$ cat src/rtl/coin_return_dispenser.sv
// Coin-return payout engine: greedy largest-first dispensing with valid/ack hopper handshake.
// Optional per-coin inventory tracking is enabled by defining COIN_INVENTORY_EN.
module coin_return_dispenser #(
    parameter int NUM_COINS   = 3,
    parameter int TOTAL_BITS  = 31,
    parameter int COIN0_VALUE = 100,
    parameter int COIN1_VALUE = 500,
    parameter int COIN2_VALUE = 1000,
    parameter int ACK_TIMEOUT = 16
`ifdef COIN_INVENTORY_EN
    ,
    parameter int STOCK_BITS  = 8
`endif
) (
    input  logic                  clk,
    input  logic                  reset_n,
    input  logic                  i_return_req,
    input  logic [TOTAL_BITS-1:0] i_return_amount,
    output logic [NUM_COINS-1:0]  o_coin_valid,
    input  logic                  i_coin_ack,
    output logic                  o_busy,
    output logic                  o_done,
    output logic [TOTAL_BITS-1:0] o_residual,
    output logic                  o_fault
`ifdef COIN_INVENTORY_EN
    ,
    input  logic [NUM_COINS-1:0]  i_restock
`endif
);

    localparam int IDX_W = (NUM_COINS > 1) ? $clog2(NUM_COINS) : 1;
    localparam int TMO_W = $clog2(ACK_TIMEOUT + 1);

    typedef enum logic [1:0] {S_IDLE, S_SELECT, S_OFFER, S_DONE} state_t;

    state_t                 state_q, state_d;
    logic [TOTAL_BITS-1:0]  remaining_q, remaining_d;
    logic [TOTAL_BITS-1:0]  residual_q, residual_d;
    logic [IDX_W-1:0]       coin_idx_q, coin_idx_d;
    logic [TMO_W-1:0]       tmo_cnt_q, tmo_cnt_d;
    logic                   fault_q, fault_d;
    logic [NUM_COINS-1:0]   avail;
    logic                   found;
    logic [IDX_W-1:0]       sel_idx;

    function automatic logic [TOTAL_BITS-1:0] coin_value(input int k);
        case (k)
            0:       coin_value = TOTAL_BITS'(COIN0_VALUE);
            1:       coin_value = TOTAL_BITS'(COIN1_VALUE);
            2:       coin_value = TOTAL_BITS'(COIN2_VALUE);
            default: coin_value = '0;
        endcase
    endfunction

`ifdef COIN_INVENTORY_EN
    logic [NUM_COINS-1:0][STOCK_BITS-1:0] stock_q, stock_d;
    logic                                 ack_fire;

    assign ack_fire = (state_q == S_OFFER) && i_coin_ack;

    // Restock and payout of the same coin in one cycle cancel out.
    always_comb begin
        stock_d = stock_q;
        avail   = '0;
        for (int k = 0; k < NUM_COINS; k++) begin
            avail[k] = (stock_q[k] != '0);
            if (i_restock[k] && !(ack_fire && coin_idx_q == IDX_W'(k))) begin
                if (stock_q[k] != '1) stock_d[k] = stock_q[k] + 1'b1;
            end else if (!i_restock[k] && ack_fire && coin_idx_q == IDX_W'(k)) begin
                stock_d[k] = stock_q[k] - 1'b1;
            end
        end
    end

    always_ff @(posedge clk) begin
        if (!reset_n) stock_q <= '0;
        else          stock_q <= stock_d;
    end
`else
    assign avail = '1;
`endif

    // Coin values ascend with index, so the last qualifying index is the largest coin.
    always_comb begin
        found   = 1'b0;
        sel_idx = '0;
        for (int k = 0; k < NUM_COINS; k++) begin
            if (coin_value(k) != '0 && coin_value(k) <= remaining_q && avail[k]) begin
                found   = 1'b1;
                sel_idx = IDX_W'(k);
            end
        end
    end

    always_ff @(posedge clk) begin
        if (!reset_n) begin
            state_q     <= S_IDLE;
            remaining_q <= '0;
            residual_q  <= '0;
            coin_idx_q  <= '0;
            tmo_cnt_q   <= '0;
            fault_q     <= 1'b0;
        end else begin
            state_q     <= state_d;
            remaining_q <= remaining_d;
            residual_q  <= residual_d;
            coin_idx_q  <= coin_idx_d;
            tmo_cnt_q   <= tmo_cnt_d;
            fault_q     <= fault_d;
        end
    end

    always_comb begin
        state_d     = state_q;
        remaining_d = remaining_q;
        residual_d  = residual_q;
        coin_idx_d  = coin_idx_q;
        tmo_cnt_d   = tmo_cnt_q;
        fault_d     = fault_q;
        case (state_q)
            S_IDLE: begin
                if (i_return_req) begin
                    remaining_d = i_return_amount;
                    fault_d     = 1'b0;
                    state_d     = S_SELECT;
                end
            end
            S_SELECT: begin
                if (found) begin
                    coin_idx_d = sel_idx;
                    tmo_cnt_d  = '0;
                    state_d    = S_OFFER;
                end else begin
                    residual_d = remaining_q;
                    state_d    = S_DONE;
                end
            end
            S_OFFER: begin
                if (i_coin_ack) begin
                    remaining_d = remaining_q - coin_value(int'(coin_idx_q));
                    state_d     = S_SELECT;
                end else if (tmo_cnt_q == TMO_W'(ACK_TIMEOUT - 1)) begin
                    fault_d    = 1'b1;
                    residual_d = remaining_q;
                    state_d    = S_DONE;
                end else begin
                    tmo_cnt_d = tmo_cnt_q + 1'b1;
                end
            end
            S_DONE:  state_d = S_IDLE;
            default: state_d = S_IDLE;
        endcase
    end

    always_comb begin
        o_coin_valid = '0;
        for (int k = 0; k < NUM_COINS; k++)
            o_coin_valid[k] = (state_q == S_OFFER) && (coin_idx_q == IDX_W'(k));
        o_busy     = (state_q != S_IDLE);
        o_done     = (state_q == S_DONE);
        o_residual = residual_q;
        o_fault    = fault_q;
    end

endmodule

$ cat config.mk
export PLATFORM = sky130hd
export DESIGN_NAME = coin_return_dispenser
export DESIGN_NICKNAME = d
export VERILOG_FILES = /design/src/rtl/coin_return_dispenser.sv
export SDC_FILE = /design/constraint.sdc
export NUM_CORES = 1
export LEC_CHECK = 0
export CAP_MARGIN = 10
export CORE_MARGIN = 4
export CORE_UTILIZATION = 35
export DETAILED_ROUTE_END_ITERATION = 12
export GPL_TIMING_DRIVEN = 0
export PLACE_DENSITY = 0.64
export SYNTH_ARGS = -nofsm -noshare
export SYNTH_HDL_FRONTEND = slang
export SYNTH_SLANG_ARGS = --single-unit
$ cat constraint.sdc
create_clock -name clk -period 6.6 [get_ports clk]
set_input_delay 0.99 -clock clk [delete_from_list [all_inputs] [get_ports clk]]
set_output_delay 0.99 -clock clk [all_outputs]
set_load 0.01 [all_outputs]
==> impl_metrics.env <==
export IMPL_min_to="o_residual[21]"
export IMPL_postSynthCellCount=540
export IMPL_root_buffer="clkbuf_16"
export IMPL_design_area_um2=5340
export IMPL_cp_cell_sequence="clkbuf_1 > nor2b_1 > clkbuf_1 > clkbuf_1 > and2_1 > clkdlybuf4s50_1"
export IMPL_hp_class="reg2reg"
export IMPL_p_per_area_nw_per_um2=243
export IMPL_cts_sinks=72
export IMPL_critPathKind="reg2out"
export IMPL_synth_seq_area_share=0.348
export IMPL_ant_nets=0
export IMPL_ys_warn_count=0
export IMPL_peakVddDrop_mv=0.143
export IMPL_critPathBufInv=4
export IMPL_grt_total_usage=0.224
export IMPL_num_nets_final=673
export IMPL_tns_ns=0
export IMPL_final_hold_viol_count=0
export IMPL_vias_per_cell=6.05
export IMPL_crit_top_cell="clkbuf_1"
export IMPL_synth_edf_count=0
export IMPL_antenna_cells=0
export IMPL_cts_max_path_buffers=2
export IMPL_post_cts_setup_buffers=0
export IMPL_syn_area_per_cell_um2=7.67
export IMPL_vias=4666
export IMPL_antenna_found_initial=0
export IMPL_area_growth_pct=28.7
export IMPL_cp_max_fo=10
export IMPL_max_stage_delay_ns=0.60
export IMPL_fin_crit_sh=0.618
export IMPL_ys_ff_latch=72
export IMPL_start_util=0.360
export IMPL_p_leak_nw=1.85
export IMPL_drive_above_1_share=0.0510
export IMPL_wl_per_cell_um=19.7
export IMPL_worstReg2RegEnd="o_residual[19]"
export IMPL_grt_pass1_vias=4419
export IMPL_wirelength_mm=15.2
export IMPL_cap_violations=0
export IMPL_utilization=0.463
export IMPL_place_congestion=0.968
export IMPL_synth_main_ff_cell="dfxtp_1"
export IMPL_fin_worst_skew_ns=0.00805
export IMPL_ff2ff_path_depth=7
export IMPL_cts_tree="built"
export IMPL_grt_pass1_wl_mm=23.8
export IMPL_numCtsBuffers=9
export IMPL_r2r_start="remaining_q[18]"
export IMPL_cp_start_kind="register"
export IMPL_holdBufCountCts=0
export IMPL_numPortBuffers=71
export IMPL_min_delay_path_depth=2
export IMPL_worst_ep_required_time_ns=5.61
export IMPL_arrival_ns=3.09
export IMPL_drt_iter0_markers=530
export IMPL_slew_headroom=0.489
export IMPL_synthArstFlopShare=0
export IMPL_hp_start="o_residual[21]"
export IMPL_cpMaxStageDelayCell="clkbuf_1"
export IMPL_r2r_slack_ns=3.56
export IMPL_max_freq_mhz=245
export IMPL_dpl_instance_area_um2=5030
export IMPL_drc=0
export IMPL_critPathTopFamily="buffers and inverters"
export IMPL_cts_resized=0
export IMPL_std_cell_rows=39
export IMPL_crit_path_end_kind="primary output"
export IMPL_dpl_hpwl_mm=11.1
export IMPL_die_x_um=117
export IMPL_grt_max_degree=14
export IMPL_num_fill_cells=1186
export IMPL_firstDrtPassIters=7
export IMPL_htree_levels=3
export IMPL_outcome="complete, no violations"
export IMPL_ios=72
export IMPL_synth_cell_types=66
export IMPL_synth_fp_nets=590
export IMPL_clkTransAtPathRegs_ns=0.06
export IMPL_dieHeight_um=117
export IMPL_period_minus_slack_ns=4.08
export IMPL_die_area_um2=13600
export IMPL_rsz0062_at_grt="no"
export IMPL_grt_ovfl_total=0
export IMPL_setup_viol=0
export IMPL_insertion_delay_ns=0.33
export IMPL_fp_coreArea_um2=11500
export IMPL_drv_slew=0
export IMPL_worstMarginPinSlew_ns=0.761
export IMPL_syn_cell_area_um2=4140
cells in the final DEF (no fill, tap or decap), types with 3 or more instances in the layout:
cell              n
o21ai_0          53
a311oi_1          4
o311ai_1          3
dfxtp_1          72
a21oi_1          50
buf_1             5
o22ai_1           5
nor3_1           14
a22oi_1           6
or3_1             6
nor2_1           31
nand4_1           5
ha_1             14
clkbuf_1         38
nand2_1          47
o311ai_0          4
a21o_1            6
a32oi_1           3
mux2i_1           3
nor4_1           10
nand2b_1          4
clkinvlp_4        3
nor2b_1           3
clkbuf_16         9
o21a_1            5
o211ai_1          6
o31ai_1           4
or4_1             8
inv_1            14
a31oi_1          12
clkdlybuf4s50_1  71
and2_1            5
and3_1            7
nand3_1          45
or2_2             4
synthesized netlist by cell type (3+ instances only):
library cell  instances  area [um^2]
dfxtp_1              72         1440
o21ai_0              53          265
a21oi_1              50          250
nand2_1              47          176
nand3_1              45          225
clkbuf_1             38          143
nor2_1               31          116
ha_1                 14          175
inv_1                14         52.6
nor3_1               14         70.1
a31oi_1              12         75.1
nor4_1               10         62.6
or4_1                 8         60.1
and3_1                7         43.8
a21o_1                6         45.0
a22oi_1               6         45.0
o211ai_1              6         45.0
or3_1                 6         37.5
and2_1                5         31.3
buf_1                 5         18.8
nand4_1               5         31.3
o21a_1                5         37.5
o22ai_1               5         31.3
a311oi_1              4         35.0
nand2b_1              4         25.0
o311ai_0              4         35.0
o31ai_1               4         30.0
or2_2                 4         25.0
a32oi_1               3         26.3
mux2i_1               3         30.0
nor2b_1               3         18.8
o311ai_1              3         26.3
kinds of logic (layout without fill, tap and decap cells):
kind of cell / Yosys count / after routing / share of synthesized area
compound gates: 186 / 186 / 0.285
buf+inv: 60 / 148 / 0.0568
mux: 3 / 3 / 0.00725
fa+ha+maj: 15 / 15 / 0.0471
flops: 72 / 72 / 0.348
simple gates: 202 / 202 / 0.252
xor+xnor: 2 / 2 / 0.00423
metrics by stage:
stage	power, mW	std cells	hold WS, ns	worst slack (ns)
CTS	1.28	770	0.468	2.52
detailed placement	0.792	754	0.456	2.88
finish	1.29	771	0.464	2.52
global placement	0.788	754	0.443	2.90
global route	1.34	771	0.481	2.35
floorplan	0.685	540	0.424	4.08
layout make-up:
type,instances,area [um^2],area share
multi-input combinational,408,2470,0.462
sequential,72,1440,0.270
timing repair buffer,72,716,0.134
clock buffer,9,225,0.0422
buffer,46,183,0.0342
tap,143,179,0.0335
clock inverter,7,71.3,0.0134
inverter,14,52.6,0.00985
layer usage:
metal,up-vias,part of all wire,routed length (um),global-route usage
met5,-,0,0,0
met4,0,0.031,474,0.0772
met3,37,0.095,1440,0.0422
met2,248,0.44,6670,0.351
met1,2196,0.43,6600,0.310
li1,2185,-,-,-
flip-flops by register name, summed over array words and instances (netlist names):
name,cells
o_residual,31
o_fault,1
coin_idx_q,2
remaining_q,31
tmo_cnt_q,5
state_q,2
worst max path at each step:
stage          slack (ns)           from  cells past startpoint               to
6_report             2.52     state_q[1]                      6  o_coin_valid[1]
2_1_floorplan        4.08  coin_idx_q[0]                     11  remaining_q[18]
4_1_cts              2.52     state_q[1]                      6  o_coin_valid[1]
5_1_grt              2.35     state_q[1]                      6  o_coin_valid[0]
3_5_place_dp         2.88     state_q[1]                      6  o_coin_valid[1]
3_3_place_gp         2.90     state_q[1]                      6  o_coin_valid[0]
report_power, final:
group / leakage, nW / total, mW / switching (mW) / internal, mW
Sequential: 0.586 / 0.485 / 0.0295 / 0.456
Clock: 0.138 / 0.497 / 0.205 / 0.293
Combinational: 1.12 / 0.311 / 0.195 / 0.117
Total: 1.85 / 1.29 / 0.429 / 0.865
worst min-delay path: stages, from the launching register on:
cell and delay (ns):
dfxtp_1 0.31, nand3_1 0.06, a21oi_1 0.05
Power figures use the tool's default switching activity.
